<file path="src/rtl/ppu_vram_arb_if.sv">
// PPU video-memory bus bundle: three requesters, shared read return,
// external VRAM pins and the pixel-path palette lookup port.
interface ppu_vram_arb_if;
    localparam int unsigned AW = 14;
    localparam int unsigned DW = 8;
    localparam int unsigned PW = 6;
    localparam int unsigned IW = 5;

    logic          bg_req;
    logic [AW-1:0] bg_a;
    logic          bg_gnt;
    logic          bg_vld;

    logic          spr_req;
    logic [AW-1:0] spr_a;
    logic          spr_gnt;
    logic          spr_vld;

    logic          ri_req;
    logic          ri_wr;
    logic [AW-1:0] ri_a;
    logic [DW-1:0] ri_d;
    logic          ri_gnt;
    logic          ri_vld;

    logic [DW-1:0] rd_d;

    logic [AW-1:0] vram_a;
    logic [DW-1:0] vram_d;
    logic          vram_wr;
    logic [DW-1:0] vram_q;

    logic [IW-1:0] pal_idx;
    logic [PW-1:0] pal_d;

    modport master (
        output bg_req, bg_a, spr_req, spr_a,
        output ri_req, ri_wr, ri_a, ri_d,
        output vram_q, pal_idx,
        input  bg_gnt, bg_vld, spr_gnt, spr_vld, ri_gnt, ri_vld,
        input  rd_d, vram_a, vram_d, vram_wr, pal_d
    );

    modport slave (
        input  bg_req, bg_a, spr_req, spr_a,
        input  ri_req, ri_wr, ri_a, ri_d,
        input  vram_q, pal_idx,
        output bg_gnt, bg_vld, spr_gnt, spr_vld, ri_gnt, ri_vld,
        output rd_d, vram_a, vram_d, vram_wr, pal_d
    );
endinterface

</file>
<file path="src/rtl/ppu_vram_arb.sv">
// VRAM bus arbiter (bg > spr > ri with ri anti-starvation promotion) that
// also owns the 32x6 palette RAM mapped at $3F00-$3FFF.
module ppu_vram_arb #(
    parameter int unsigned STARVE_LIM = 4
) (
    input  logic             clk,
    input  logic             rst_n,
    ppu_vram_arb_if.slave    bus
);
    localparam int unsigned AW = 14;
    localparam int unsigned DW = 8;
    localparam int unsigned PW = 6;
    localparam int unsigned IW = 5;
    localparam int unsigned CW = 4;
    localparam int unsigned PN = 32;

    typedef enum logic [1:0] {
        OWN_BG  = 2'd0,
        OWN_SPR = 2'd1,
        OWN_RI  = 2'd2
    } own_e;

    typedef struct packed {
        logic          vld;
        own_e          own;
        logic          pal;
        logic [IW-1:0] idx;
    } tag_t;

    // $3F10/14/18/1C alias the backdrop entries $3F00/04/08/0C
    function automatic logic [IW-1:0] pal_mirror(input logic [IW-1:0] i);
        return {i[4] & (i[1:0] != 2'b00), i[3:0]};
    endfunction

    function automatic logic is_pal(input logic [AW-1:0] a);
        return a[13:8] == 6'h3F;
    endfunction

    logic [PW-1:0] pal_ram [PN];

    logic [CW-1:0] starve;
    logic [CW-1:0] starve_nxt;
    logic          pw_en;
    tag_t          s1;
    tag_t          s2;

    logic          bg_el;
    logic          spr_el;
    logic          ri_el;
    logic          promote;
    logic          win_bg;
    logic          win_spr;
    logic          win_ri;
    logic [AW-1:0] win_a;
    tag_t          win_tag;

    // arbitration, starvation counter update and read-tag generation
    always_comb begin
        bg_el      = bus.bg_req  & ~bus.bg_gnt;
        spr_el     = bus.spr_req & ~bus.spr_gnt;
        ri_el      = bus.ri_req  & ~bus.ri_gnt;
        promote    = ri_el && (starve >= CW'(STARVE_LIM));
        win_bg     = 1'b0;
        win_spr    = 1'b0;
        win_ri     = 1'b0;
        win_a      = bus.bg_a;
        win_tag    = '0;
        starve_nxt = starve;

        if (promote) begin
            win_ri = 1'b1;
        end else if (bg_el) begin
            win_bg = 1'b1;
        end else if (spr_el) begin
            win_spr = 1'b1;
        end else if (ri_el) begin
            win_ri = 1'b1;
        end

        if (win_spr) begin
            win_a = bus.spr_a;
        end else if (win_ri) begin
            win_a = bus.ri_a;
        end

        if (!bus.ri_req || win_ri) begin
            starve_nxt = '0;
        end else if (ri_el && (starve != '1)) begin
            starve_nxt = starve + CW'(1);
        end

        win_tag.vld = win_bg | win_spr | (win_ri & ~bus.ri_wr);
        win_tag.own = win_spr ? OWN_SPR : (win_ri ? OWN_RI : OWN_BG);
        win_tag.pal = is_pal(win_a);
        win_tag.idx = pal_mirror(win_a[IW-1:0]);
    end

    // grant/bus registers, read tag pipeline and read return
    always_ff @(posedge clk or negedge rst_n) begin
        if (!rst_n) begin
            bus.bg_gnt  <= 1'b0;
            bus.spr_gnt <= 1'b0;
            bus.ri_gnt  <= 1'b0;
            bus.bg_vld  <= 1'b0;
            bus.spr_vld <= 1'b0;
            bus.ri_vld  <= 1'b0;
            bus.rd_d    <= '0;
            bus.vram_a  <= '0;
            bus.vram_d  <= '0;
            bus.vram_wr <= 1'b0;
            bus.pal_d   <= '0;
            pw_en       <= 1'b0;
            starve      <= '0;
            s1          <= '0;
            s2          <= '0;
        end else begin
            bus.bg_gnt  <= win_bg;
            bus.spr_gnt <= win_spr;
            bus.ri_gnt  <= win_ri;
            if (win_bg | win_spr | win_ri) begin
                bus.vram_a <= win_a;
            end
            if (win_ri & bus.ri_wr) begin
                bus.vram_d <= bus.ri_d;
            end
            bus.vram_wr <= win_ri & bus.ri_wr & ~is_pal(bus.ri_a);
            pw_en       <= win_ri & bus.ri_wr &  is_pal(bus.ri_a);
            starve      <= starve_nxt;

            s1 <= win_tag;
            s2 <= s1;
            bus.bg_vld  <= s2.vld && (s2.own == OWN_BG);
            bus.spr_vld <= s2.vld && (s2.own == OWN_SPR);
            bus.ri_vld  <= s2.vld && (s2.own == OWN_RI);
            if (s2.vld) begin
                bus.rd_d <= s2.pal ? {2'b00, pal_ram[s2.idx]} : bus.vram_q;
            end

            bus.pal_d <= pal_ram[pal_mirror(bus.pal_idx)];
        end
    end

    // palette commit one cycle after the write grant, reusing the bus address/data regs
    always_ff @(posedge clk) begin
        if (pw_en) begin
            pal_ram[pal_mirror(bus.vram_a[IW-1:0])] <= bus.vram_d[PW-1:0];
        end
    end

endmodule

</file>
<file path="src/flat_wrapper.sv">
// flat-port wrapper written by rule: the top's interface ports become plain ports
module ppu_vram_arb_flat 
#(
    parameter int unsigned STARVE_LIM = 4
)
  (clk, rst_n, bus_bg_req, bus_bg_a, bus_spr_req, bus_spr_a, bus_ri_req, bus_ri_wr, bus_ri_a, bus_ri_d, bus_vram_q, bus_pal_idx, bus_bg_gnt, bus_bg_vld, bus_spr_gnt, bus_spr_vld, bus_ri_gnt, bus_ri_vld, bus_rd_d, bus_vram_a, bus_vram_d, bus_vram_wr, bus_pal_d);
  ppu_vram_arb_if bus_i ();
  input  logic clk;
  input  logic rst_n;
  input wire logic [$bits(bus_i.bg_req)-1:0] bus_bg_req;
  input wire logic [$bits(bus_i.bg_a)-1:0] bus_bg_a;
  input wire logic [$bits(bus_i.spr_req)-1:0] bus_spr_req;
  input wire logic [$bits(bus_i.spr_a)-1:0] bus_spr_a;
  input wire logic [$bits(bus_i.ri_req)-1:0] bus_ri_req;
  input wire logic [$bits(bus_i.ri_wr)-1:0] bus_ri_wr;
  input wire logic [$bits(bus_i.ri_a)-1:0] bus_ri_a;
  input wire logic [$bits(bus_i.ri_d)-1:0] bus_ri_d;
  input wire logic [$bits(bus_i.vram_q)-1:0] bus_vram_q;
  input wire logic [$bits(bus_i.pal_idx)-1:0] bus_pal_idx;
  output wire logic [$bits(bus_i.bg_gnt)-1:0] bus_bg_gnt;
  output wire logic [$bits(bus_i.bg_vld)-1:0] bus_bg_vld;
  output wire logic [$bits(bus_i.spr_gnt)-1:0] bus_spr_gnt;
  output wire logic [$bits(bus_i.spr_vld)-1:0] bus_spr_vld;
  output wire logic [$bits(bus_i.ri_gnt)-1:0] bus_ri_gnt;
  output wire logic [$bits(bus_i.ri_vld)-1:0] bus_ri_vld;
  output wire logic [$bits(bus_i.rd_d)-1:0] bus_rd_d;
  output wire logic [$bits(bus_i.vram_a)-1:0] bus_vram_a;
  output wire logic [$bits(bus_i.vram_d)-1:0] bus_vram_d;
  output wire logic [$bits(bus_i.vram_wr)-1:0] bus_vram_wr;
  output wire logic [$bits(bus_i.pal_d)-1:0] bus_pal_d;
  assign bus_i.bg_req = bus_bg_req;
  assign bus_i.bg_a = bus_bg_a;
  assign bus_i.spr_req = bus_spr_req;
  assign bus_i.spr_a = bus_spr_a;
  assign bus_i.ri_req = bus_ri_req;
  assign bus_i.ri_wr = bus_ri_wr;
  assign bus_i.ri_a = bus_ri_a;
  assign bus_i.ri_d = bus_ri_d;
  assign bus_i.vram_q = bus_vram_q;
  assign bus_i.pal_idx = bus_pal_idx;
  assign bus_bg_gnt = bus_i.bg_gnt;
  assign bus_bg_vld = bus_i.bg_vld;
  assign bus_spr_gnt = bus_i.spr_gnt;
  assign bus_spr_vld = bus_i.spr_vld;
  assign bus_ri_gnt = bus_i.ri_gnt;
  assign bus_ri_vld = bus_i.ri_vld;
  assign bus_rd_d = bus_i.rd_d;
  assign bus_vram_a = bus_i.vram_a;
  assign bus_vram_d = bus_i.vram_d;
  assign bus_vram_wr = bus_i.vram_wr;
  assign bus_pal_d = bus_i.pal_d;
  ppu_vram_arb #(.STARVE_LIM(STARVE_LIM)) u_core (.clk(clk), .rst_n(rst_n), .bus(bus_i));
endmodule
</file>
<file path="config.mk">
export PLATFORM = sky130hd
export DESIGN_NAME = ppu_vram_arb_flat
export DESIGN_NICKNAME = d
export VERILOG_FILES = /design/src/rtl/ppu_vram_arb_if.sv /design/src/rtl/ppu_vram_arb.sv /design/src/flat_wrapper.sv
export SDC_FILE = /design/constraint.sdc
export NUM_CORES = 1
export LEC_CHECK = 0
export ABC_AREA = 1
export BUFFER_PORTS_ARGS = -buffer_cell sky130_fd_sc_hd__buf_2
export CORE_MARGIN = 5
export CORE_UTILIZATION = 35
export CTS_CLUSTER_SIZE = 20
export DETAILED_ROUTE_END_ITERATION = 10
export PLACE_DENSITY = 0.52
export SYNTH_ARGS = -nofsm -noshare
export SYNTH_HDL_FRONTEND = slang
export SYNTH_SLANG_ARGS = --single-unit
export TNS_END_PERCENT = 5
</file>
<file path="constraint.sdc">
create_clock -name clk -period 2.33 [get_ports clk]
set_clock_uncertainty 0.1 [all_clocks]
set_input_delay 0.3495 -clock clk [delete_from_list [all_inputs] [get_ports clk]]
set_output_delay 0.3495 -clock clk [all_outputs]
set_load 0.02 [all_outputs]
</file>
# == Yosys cells after proc, flatten, opt, wreduce, memory -nomap -nowiden ==
# Memory sizes are Yosys's and may differ from the RTL's. A register that Yosys moved wholly into a read port is not among the register bits.
# Index checks and enable logic that the tools add are counted.
# totals
register_bits,60
ram_bits,192
input_bits,69
elab_cells,77
n_memories,1
# classes
addsub,1
n_lt_le_gt_ge,1
n_eq_ne,5
muxes,18
bitwise_logic,18
n_reduce_logical,13
# memory_table
name,depth,word_bits,rd,rd_clocked_by_memory_dff,wr,line_no,text
u_core.pal_ram,32,6,2,1,1,ppu_vram_arb.sv:39,logic [PW-1:0] pal_ram [PN];
# op_table
cell,count
14-bit 2-to-1 mux,2
6-bit == test (second input constant),2
1-bit 2-to-1 mux,11
1-bit AND,10
4-bit 2-to-1 mux,2
8-bit 2-to-1 mux,1
2-bit nonzero test,4
1-bit logical AND,5
1-bit NOT,5
4-bit by 1-bit adder with 4-bit output (second input constant),1
4-bit by 3-bit greater-or-equal comparator with 1-bit output (second input constant),1
2-bit 2-to-1 mux,2
4-bit inequality test (second input constant),1
1-bit bitwise OR,3
2-bit by 1-bit == test with 1-bit output (second input constant),1
2-bit == test (second input constant),1
1-bit zero test,2
2-bit zero test,1
1-bit logical OR,1

# == Longest topological paths before layout ==
# Gate-level depths: netlist (run 1).
# logic_depth
word_depth,10
ltp_mapped,12
depth_no_buf,10

# == Least setup slack after synthesis (run 1) ==
# OpenSTA, ideal clock, no wires.
# synth_timing
kind,flip-flop to flip-flop
from,register u_core.bus.vram_a[0]
to,memory u_core.pal_ram[11][0] (enable)
arrival_time_ps,1381
t_required_ps,1880
setup_slack_ps,499
stages_incl_launch_ff,4
n_path_buf,0
synth_period_minus_slack_ps,1831
path_cell_list,dfrtp_1 -> o21ai_0 -> nand3_1 -> nor2_1
# synth_via
elab_chain_len,2
# synth_lines
element,line_no,text
"start, declared",ppu_vram_arb_if.sv:49,"output rd_d, vram_a, vram_d, vram_wr, pal_d"
"start signal, assigned",ppu_vram_arb.sv:121,bus.vram_a <= win_a;
2-bit nonzero test,ppu_vram_arb.sv:32,"return {i[4] & (i[1:0] != 2'b00), i[3:0]};"
1-bit AND,ppu_vram_arb.sv:32,
"end, declared",ppu_vram_arb.sv:39,
# Several ways; a longest one is shown, not always the timed one.

==> impl_metrics.json, run 1 <==
{
  "status": "completed",
  "path_clk_slew_ns": 0.06,
  "crit_type": "reg -> reg",
  "clockRootBuffer": "clkbuf_16",
  "cts_sinks": 257,
  "synth_cells": 1352,
  "max_freq_ghz": 0.4794,
  "most-common-layout-cells": "nand2_1 (364), nand3_1 (221), edfxtp_1 (192)",
  "final_common_cell": "nand2_1",
  "fillCellCount": 3437,
  "worst_pin_slew_ns": 0.8693,
  "cp.required_ns": 2.61,
  "track_usage_pct": 19.32,
  "whs_ns": 0.03883,
  "hp-class": "in -> reg",
  "grt_pass1_vias": 9989,
  "ant_nets": 0,
  "crit_fanout": 25,
  "grt_pass1_wl_mm": 59.01,
  "drive_above_1_share_pct": 16.10,
  "synth-async-reset-ratio_pct": 25.29,
  "power_density_mw_per_mm2": 864.4,
  "synth_top_area_share_pct": 46.56,
  "irDropWorstVdd_uv": 524.0,
  "dp_hpwl_mm": 25.65,
  "fin_tns_setup_ns": 0,
  "start_kind": "flop",
  "cts_setup_buffers": 0,
  "hold_viol_final": 0,
  "io_buffer_count": 111,
  "drc": 0,
  "dieArea_sq_mm": 0.03924,
  "rsz0062_at_grt": "no",
  "io_pins": 112,
  "drt-total-wl_mm": 38.71,
  "ys_top_cells_by_area": "edfxtp_1 (47%), dfrtp_1 (13%), nand2_1 (11%)",
  "die_w_um": 198.1,
  "arrival_ns": 2.37,
  "yosysTopAreaCell": "edfxtp_1",
  "cts_resized": 0,
  "p_leak_uw": 0.006140,
  "critPathCaptureType": "flop",
  "max_slew_margin_pct": 42.04,
  "vias": 10260,
  "synth_edf_count": 192,
  "drtIter0Drc": 1075,
  "postCtsHoldBufs": 15,
  "viasPerCell": 5.175,
  "avgSynthCellArea_sq_um": 9.159,
  "max_cap_viol_count": 0,
  "ys_seq_area_share_pct": 59.69,
  "ys_warn_count": 0,
  "h-tree-depth": 1,
  "synth_flop_cell": "edfxtp_1",
  "grt_antenna_before_repair": 0,
  "drtPass1Iterations": 5,
  "areaGrowthSynthToFinish_pct": 19.60,
  "wl_per_cell_um": 19.52,
  "grt-ovfl-total": 0,
  "final-max-slew-violation-count": 0,
  "post_dp_cell_area_sq_mm": 0.01373,
  "die_h_um": 198.1,
  "start_util_pct": 35.67,
  "cts_tree": "done",
  "globalplace.congestion": 0.8995,
  "rows": 68,
  "cts-buffers-inserted": 28,
  "grt_max_degree": 97,
  "final_cell_area_sq_mm": 0.01481,
  "setup_viol_count_final": 0,
  "synth_seq_cells": 257,
  "cts-root-to-sink-buffers": 3,
  "clk_latency_ns": 0.54,
  "fin_crit_ns": 2.086,
  "core_area_sq_mm": 0.03471,
  "n_antenna_cell": 0,
  "final_nets": 1576,
  "netlist_area_sq_mm": 0.01238,
  "ys_types": 33,
  "final.period_utilization_pct": 89.53
}
sequential cells by signal, summed over array words and instances, names as in the netlist:
| name | flops |
|---|---|
| u_core.pal_ram | 192 |
| u_core.bus.vram_a | 14 |
| u_core.s1 | 9 |
| u_core.s2 | 9 |
| u_core.bus.rd_d | 8 |
| u_core.bus.vram_d | 8 |
| u_core.bus.pal_d | 6 |
| u_core.starve | 4 |
| u_core.bus.bg_gnt | 1 |
| u_core.bus.bg_vld | 1 |
| u_core.bus.ri_gnt | 1 |
| u_core.bus.ri_vld | 1 |
| u_core.bus.spr_vld | 1 |
| u_core.bus.vram_wr | 1 |
| u_core.pw_en | 1 |
logic make-up after synthesis:
family | Yosys count | share of synthesized area, %
simple gates | 773 | 26.37
flops | 257 | 59.69
compound gates | 176 | 7.911
buf+inv | 135 | 5.092
mux | 8 | 0.7275
fa+ha+maj | 1 | 0.1010
other cells | 1 | 0.03028
xor+xnor | 1 | 0.07074
layer usage:
layer,vias up,global-route usage (%),wire length (um)
met3,58,2.535,2560
met4,0,4.463,833
met2,368,30.67,18070
met1,4928,28.37,17250
li1,4909,-,-
met5,-,0,0
synth_stat cells, types with 12 or more instances:
| master | instances |
|---|---|
| o21ai_1 | 14 |
| dfrtp_1 | 65 |
| nand3_1 | 221 |
| o21ai_0 | 110 |
| nand2_1 | 364 |
| inv_1 | 44 |
| edfxtp_1 | 192 |
| buf_2 | 29 |
| nor2_1 | 170 |
| o22ai_1 | 15 |
| clkbuf_1 | 28 |
| buf_4 | 12 |
| o211ai_1 | 31 |
worst paths after layout:
path	start	to	slack, ns	depth (start not counted)
worst max-delay path	u_core.starve[2]$_DFFE_PN0P_	u_core.s1[4]$_DFF_PN0_	0.24	6
worst min-delay path	bus_spr_a[13]	u_core.bus.vram_a[13]$_DFFE_PN0P_	0.04	4
worst max register to register	u_core.starve[2]$_DFFE_PN0P_	u_core.s1[4]$_DFF_PN0_	0.24	6
worst min register to register	u_core.s1[4]$_DFF_PN0_	u_core.s2[4]$_DFF_PN0_	0.24	0
max in group asynchronous	rst_n	u_core.s2[0]$_DFF_PN0_	1.15	2
min in group asynchronous	rst_n	u_core.bus.vram_a[13]$_DFFE_PN0P_	0.37	2
area by class of cell:
class                           count  area (sq um)  area share, %
Sequential cell                   257          7393          49.92
Multi-Input combinational cell    983          4447          30.02
Timing Repair Buffer              185          1276          8.617
Clock buffer                       39         813.3          5.491
Tap cell                          455         569.3          3.844
Inverter                           51         196.4          1.326
Clock inverter                     13         115.1         0.7772
metrics by stage:
stage	total power [uW]	util (%)	std cells	setup slack (ns)
after floorplan	7309	-	1375	0.4989
after global placement	8435	39.56	1916	0.1896
after detailed placement	8455	39.56	1916	0.1758
after CTS	12910	42.67	1983	0.2126
after global routing	13400	42.67	1983	0.07625
final	12800	42.67	1983	0.2439
report_power, final:
part	internal [uW]	total, uW	switching, uW
sequential	5500	5800	292
clock	2650	4430	1780
combinational	762	2580	1820
critical path, cell delays in order (launching register included):
cell     delay, ns
dfrtp_1       0.41
inv_2         0.06
nand2_1       0.08
nand2_4       0.16
nand4_4       0.32
o21ai_0       0.66
a21oi_1       0.15
(Power assumes the default switching activity.)
==> run 2: changes to the inputs <==
- CORE_UTILIZATION: 35 -> 60
- PLACE_DENSITY: 0.52 -> 0.8
==> run 2 against run 1 <==
Against the previous run: cell area down 2.1%; cell count down 9.6%; wire length down 7.4%; global-route usage up 10 points; sequential share of layout area up 1.1 points.
==> impl_metrics.json, run 2 (synthesized netlist as in run 1, its figures left out) <==
{
  "status": "completed",
  "max_freq_ghz": 0.4551,
  "h-tree-depth": 1,
  "p_total_uw": 12600,
  "ant_nets": 0,
  "grt_busiest_layer": "met2",
  "seqPwrFrac_pct": 45.3,
  "critPathSlowestCell": "o21ai_1",
  "p_comb_share_pct": 21.0,
  "globalplace.congestion": 0.9324,
  "core_area_sq_mm": 0.02030,
  "die_h_um": 153.7,
  "worst_pin_slew_ns": 0.9763,
  "fin_tns_setup_ns": 0,
  "final_common_cell": "nand2_1",
  "clkPwrFrac_pct": 33.7,
  "clk_latency_ns": 0.54,
  "cts_tree": "done",
  "most-common-layout-cells": "nand2_1 (364), nand3_1 (221), edfxtp_1 (192)",
  "rsz0062_at_grt": "no",
  "crit_type": "reg -> reg",
  "grt_use_met3_pct": 5.003,
  "dieArea_sq_mm": 0.02361,
  "switching_share_pct": 30.40,
  "use_met2_pct": 48.95,
  "io_pins": 112,
  "fin_util_pct": 71.42,
  "rr_startpoint": "u_core.bus.vram_a[1]$_DFFE_PN0P_",
  "rows": 52,
  "max_cap_viol_count": 0,
  "drt-total-wl_mm": 35.84,
  "grt-ovfl-total": 0,
  "critPathCaptureType": "flop",
  "grt_pass1_vias": 10270,
  "min_path_cells": 4,
  "p_leak_uw": 0.006087,
  "io_buffer_count": 111,
  "hold_viol_final": 0,
  "drc": 0,
  "track_usage_pct": 29.48,
  "start_util_pct": 61.00,
  "clockRootBuffer": "clkbuf_16",
  "holdPathEnd": "u_core.bus.vram_a[12]$_DFFE_PN0P_",
  "start_kind": "flop",
  "viasPerCell": 5.992,
  "dp_hpwl_mm": 23.22,
  "min_from": "bus_spr_a[12]",
  "irDropWorstVdd_uv": 908.2,
  "r2r-end": "u_core.pal_ram[10][4]$_DFFE_PP_",
  "n_antenna_cell": 0,
  "internal_power_uw": 8770,
  "dpl.cell_count": 1728,
  "fin_crit_ns": 2.197,
  "largest_reg_flops": 192,
  "arrival_ns": 2.27,
  "areaGrowthSynthToFinish_pct": 17.08,
  "reg2reg_depth": 3,
  "crit_chain": "o21ai_1 -> nand3_1 -> nor2_1",
  "critical_path.max_stage_delay_ns": 0.56,
  "layoutNonFillerInstCount": 1793,
  "grt_max_degree": 97,
  "power_density_mw_per_mm2": 869.1,
  "groute.layer.met1.usage_pct": 41.01,
  "grt_antenna_before_repair": 0,
  "hp-class": "in -> reg",
  "grt_pass1_wl_mm": 55.75,
  "final.period_utilization_pct": 94.30,
  "path_clk_slew_ns": 0.06,
  "crit_fanout": 6,
  "drtIter0Drc": 1425,
  "cp_num_buf_inv": 0,
  "cts_setup_buffers": 0,
  "cp.required_ns": 2.41,
  "final_nets": 1572,
  "drtPass1Iterations": 5,
  "drive_above_1_share_pct": 15.69,
  "setup_viol_count_final": 0,
  "max_slew_margin_pct": 34.92,
  "net-switching-power_uw": 3830,
  "worst-r2r-setup-slack_ns": 0.13,
  "cts_sinks": 257,
  "final-max-slew-violation-count": 0,
  "whs_ns": 0.03932,
  "die_w_um": 153.7,
  "cts-buffers-inserted": 27,
  "vias": 10740,
  "cts-root-to-sink-buffers": 3,
  "path_delay_family": "simple AND/OR/NAND/NOR gates",
  "wl_per_cell_um": 19.99
}
run 2: worst max path at each step:
stage                                           from                               to  slack [ns]  depth (start not counted)
CTS                 u_core.bus.vram_a[1]$_DFFE_PN0P_  u_core.pal_ram[10][4]$_DFFE_PP_        0.21                          3
finish              u_core.bus.vram_a[1]$_DFFE_PN0P_  u_core.pal_ram[10][4]$_DFFE_PP_        0.13                          3
global route        u_core.bus.vram_a[1]$_DFFE_PN0P_  u_core.pal_ram[10][4]$_DFFE_PP_        0.08                          3
detailed placement  u_core.bus.vram_a[1]$_DFFE_PN0P_  u_core.pal_ram[10][1]$_DFFE_PP_       -0.08                          3
global placement    u_core.bus.vram_a[1]$_DFFE_PN0P_  u_core.pal_ram[10][4]$_DFFE_PP_       -0.03                          3
floorplan           u_core.bus.vram_a[0]$_DFFE_PN0P_  u_core.pal_ram[11][0]$_DFFE_PP_        0.50                          3
run 2: layout make-up:
| cell class | instances | area, sq um |
|---|---|---|
| well taps | 270 | 337.8 |
| inverters | 51 | 196.4 |
| fillers | 1495 | 5802 |
| multi-input cells | 983 | 4447 |
| clock inverters | 10 | 57.56 |
| clock buffers | 40 | 839.6 |
| repair buffers | 182 | 1226 |
| flip-flops and latches | 257 | 7393 |
run 2: power groups by stage:
stage / clock network, uW / logic, uW / registers [uW]
after global routing: 4480 / 2850 / 5730
final: 4250 / 2640 / 5700
after CTS: 4270 / 2610 / 5700
after detailed placement: 0 / 2580 / 5780
after global placement: 0 / 2520 / 5770
after floorplan: 0 / 1230 / 6080
run 2: stage by stage:
| step | cell area, sq um | worst slack (ns) |
|---|---|---|
| 5_1_grt | 14500 | 0.07946 |
| 2_1_floorplan | 12470 | 0.4989 |
| 4_1_cts | 14500 | 0.2057 |
| 6_report | 14500 | 0.1328 |
| 3_5_place_dp | 13450 | -0.08348 |
| 3_3_place_gp | 13450 | -0.02817 |
run 2: timing repair:
action | 4_1_cts | 5_1_grt
hold endpoints to repair | 48 | 0
gates resized for setup | 1 | 0
endpoints found under the setup margin | 36 | 0
hold buffers | 15 | 0
run 2: tightest hold or removal path, stage by stage:
cell,delay (ns)
buf_2,0.07
or2_2,0.10
nand3_1,0.07
nand2_1,0.06
run 2: per-layer routing:
metal	vias up	routed length [um]
li1	4893	-
met1	4989	13390
met2	764	17210
met3	97	4332
met4	0	915
met5	-	0
==> run 3: changes to the inputs <==
- BUFFER_PORTS_ARGS: -buffer_cell sky130_fd_sc_hd__buf_2 -> not set
- DONT_BUFFER_PORTS: not set -> 1
- PLACE_DENSITY: 0.8 -> 0.76
==> run 3 against run 2 <==
Against the previous run: wire length shrank 3.0%; combinational power decreased by 21%; global-route usage down 0.44 points; critical endpoint is now u_core.pal_ram[27][4]$_DFFE_PP_; largest cell class unchanged; largest power group unchanged; highest routed layer is now met5.
==> impl_metrics.json, run 3 (synthesized netlist as in run 1, its figures left out) <==
{
  "ant_nets": 0,
  "path_delay_family": "simple AND/OR/NAND/NOR gates",
  "die_w_um": 153.7,
  "fin_tns_setup_ns": 0,
  "grt_pass1_vias": 10140,
  "start_util_pct": 61.00,
  "irDropWorstVdd_uv": 739.1,
  "h-tree-depth": 1,
  "dieArea_sq_mm": 0.02361,
  "fin_crit_ns": 2.106,
  "cts-root-to-sink-buffers": 3,
  "start_kind": "flop",
  "io_pins": 112,
  "max_slew_margin_pct": 47.78,
  "min_from": "bus_bg_a[13]",
  "rr_startpoint": "u_core.bus.vram_a[0]$_DFFE_PN0P_",
  "clk_latency_ns": 0.53,
  "grt_pass1_wl_mm": 54.92,
  "grt-ovfl-total": 0,
  "globalplace.congestion": 0.9477,
  "reg2reg_depth": 5,
  "status": "completed",
  "hp-class": "in -> reg",
  "worst_pin_slew_ns": 0.7833,
  "fillCellCount": 1510,
  "hold_viol_final": 0,
  "vias": 10420,
  "final_common_cell": "nand2_1",
  "wl_per_cell_um": 20.45,
  "drtPass1Iterations": 6,
  "cts_tree": "done",
  "cts_sinks": 257,
  "crit_chain": "o21ai_0 -> buf_4 -> inv_1 -> nand3_1 -> nor2_1",
  "setup_viol_count_final": 0,
  "final.period_utilization_pct": 90.37,
  "max_cap_viol_count": 0,
  "cp.required_ns": 2.39,
  "cts-buffers-inserted": 27,
  "min_path_cells": 4,
  "drive_above_1_share_pct": 8.252,
  "core_area_sq_mm": 0.02030,
  "arrival_ns": 2.17,
  "final-max-slew-violation-count": 0,
  "dp_hpwl_mm": 21.54,
  "largest_reg_flops": 192,
  "clockRootBuffer": "clkbuf_16",
  "drtIter0Drc": 1294,
  "most-common-layout-cells": "nand2_1 (364), nand3_1 (221), edfxtp_1 (192)",
  "p_leak_uw": 0.005691,
  "critical_path.max_stage_delay_ns": 0.55,
  "grt_max_degree": 99,
  "drt-total-wl_mm": 34.77,
  "track_usage_pct": 29.04,
  "n_antenna_cell": 0,
  "die_h_um": 153.7,
  "crit_type": "reg -> reg",
  "cp_num_cells": 5,
  "rsz0062_at_grt": "no",
  "critPathSlowestCell": "dfrtp_1",
  "cp_num_buf_inv": 2,
  "critPathCaptureType": "flop",
  "critPathLaunch": "u_core.bus.vram_a[0]$_DFFE_PN0P_",
  "max_freq_ghz": 0.4749,
  "io_buffer_count": 0,
  "final_nets": 1480,
  "areaGrowthSynthToFinish_pct": 13.87,
  "crit_fanout": 7,
  "p_total_uw": 12380,
  "drc": 0,
  "power_density_mw_per_mm2": 877.6,
  "viasPerCell": 6.128,
  "rows": 52,
  "path_clk_slew_ns": 0.06,
  "grt_antenna_before_repair": 1
}
-- run 3: power by group --
part           internal (uW)  total (uW)  switching, uW  leakage (uW)
clock network           2590        4310           1720      0.000434
registers               5500        5980            475       0.00255
logic                    628        2080           1460       0.00271
total                   8720       12400           3660       0.00569
-- run 3: final cells by class --
cell class	count	area, sq um	share of cell area, %
Clock buffer	36	752.0	5.333
Clock inverter	13	136.4	0.9672
Sequential cell	257	7393	52.43
Tap cell	270	337.8	2.396
Timing Repair Buffer	90	838.3	5.945
Multi-Input combinational cell	983	4447	31.54
Inverter	51	196.4	1.393
-- run 3: timing repair --
action	CTS	global route
endpoints found under the hold margin	102	0
buffers inserted	0	0
hold buffers	38	0
resized for setup	0	0
-- run 3: stage by stage --
stage	hold WS (ns)	area, sq um	utilization, %	std cells	setup slack [ns]
floorplan	-0.04609	12470	-	1375	0.4989
global placement	-0.04461	12810	63.13	1613	0.4143
detailed placement	-0.04484	12810	63.13	1613	0.2947
CTS	0.002586	14100	69.47	1700	0.2269
global route	0.02872	14100	69.47	1700	0.07917
finish	0.008566	14100	69.47	1700	0.2244
-- run 3: layer usage --
| layer | part of all wire [%] | vias up | track usage (%) |
|---|---|---|---|
| li1 | - | 4712 | - |
| met1 | 37 | 4906 | 39.18 |
| met2 | 48 | 694 | 47.82 |
| met3 | 12 | 103 | 6.408 |
| met4 | 2.7 | 2 | 8.579 |
| met5 | 0.052 | - | 0 |
-- run 3: final timing paths --
kind                                                          end  slack, ns
worst min-delay path            u_core.bus.vram_a[13]$_DFFE_PN0P_      0.009
min in group asynchronous           u_core.bus.pal_d[1]$_DFF_PN0_       0.27
max in group asynchronous                  u_core.s2[0]$_DFF_PN0_       1.54
worst max-delay path              u_core.pal_ram[27][4]$_DFFE_PP_       0.22
worst max register to register    u_core.pal_ram[27][4]$_DFFE_PP_       0.22
worst min register to register             u_core.s2[0]$_DFF_PN0_       0.25
-- run 3: worst register-to-register path: cells and delay by family, from the launching register on --
kind                   cells  cell delay, ns
AO/OA/AOI/OAI              1            0.20
flip-flops                 1            0.55
buffers and inverters      2            0.30
AND/OR/NAND/NOR            2            0.58
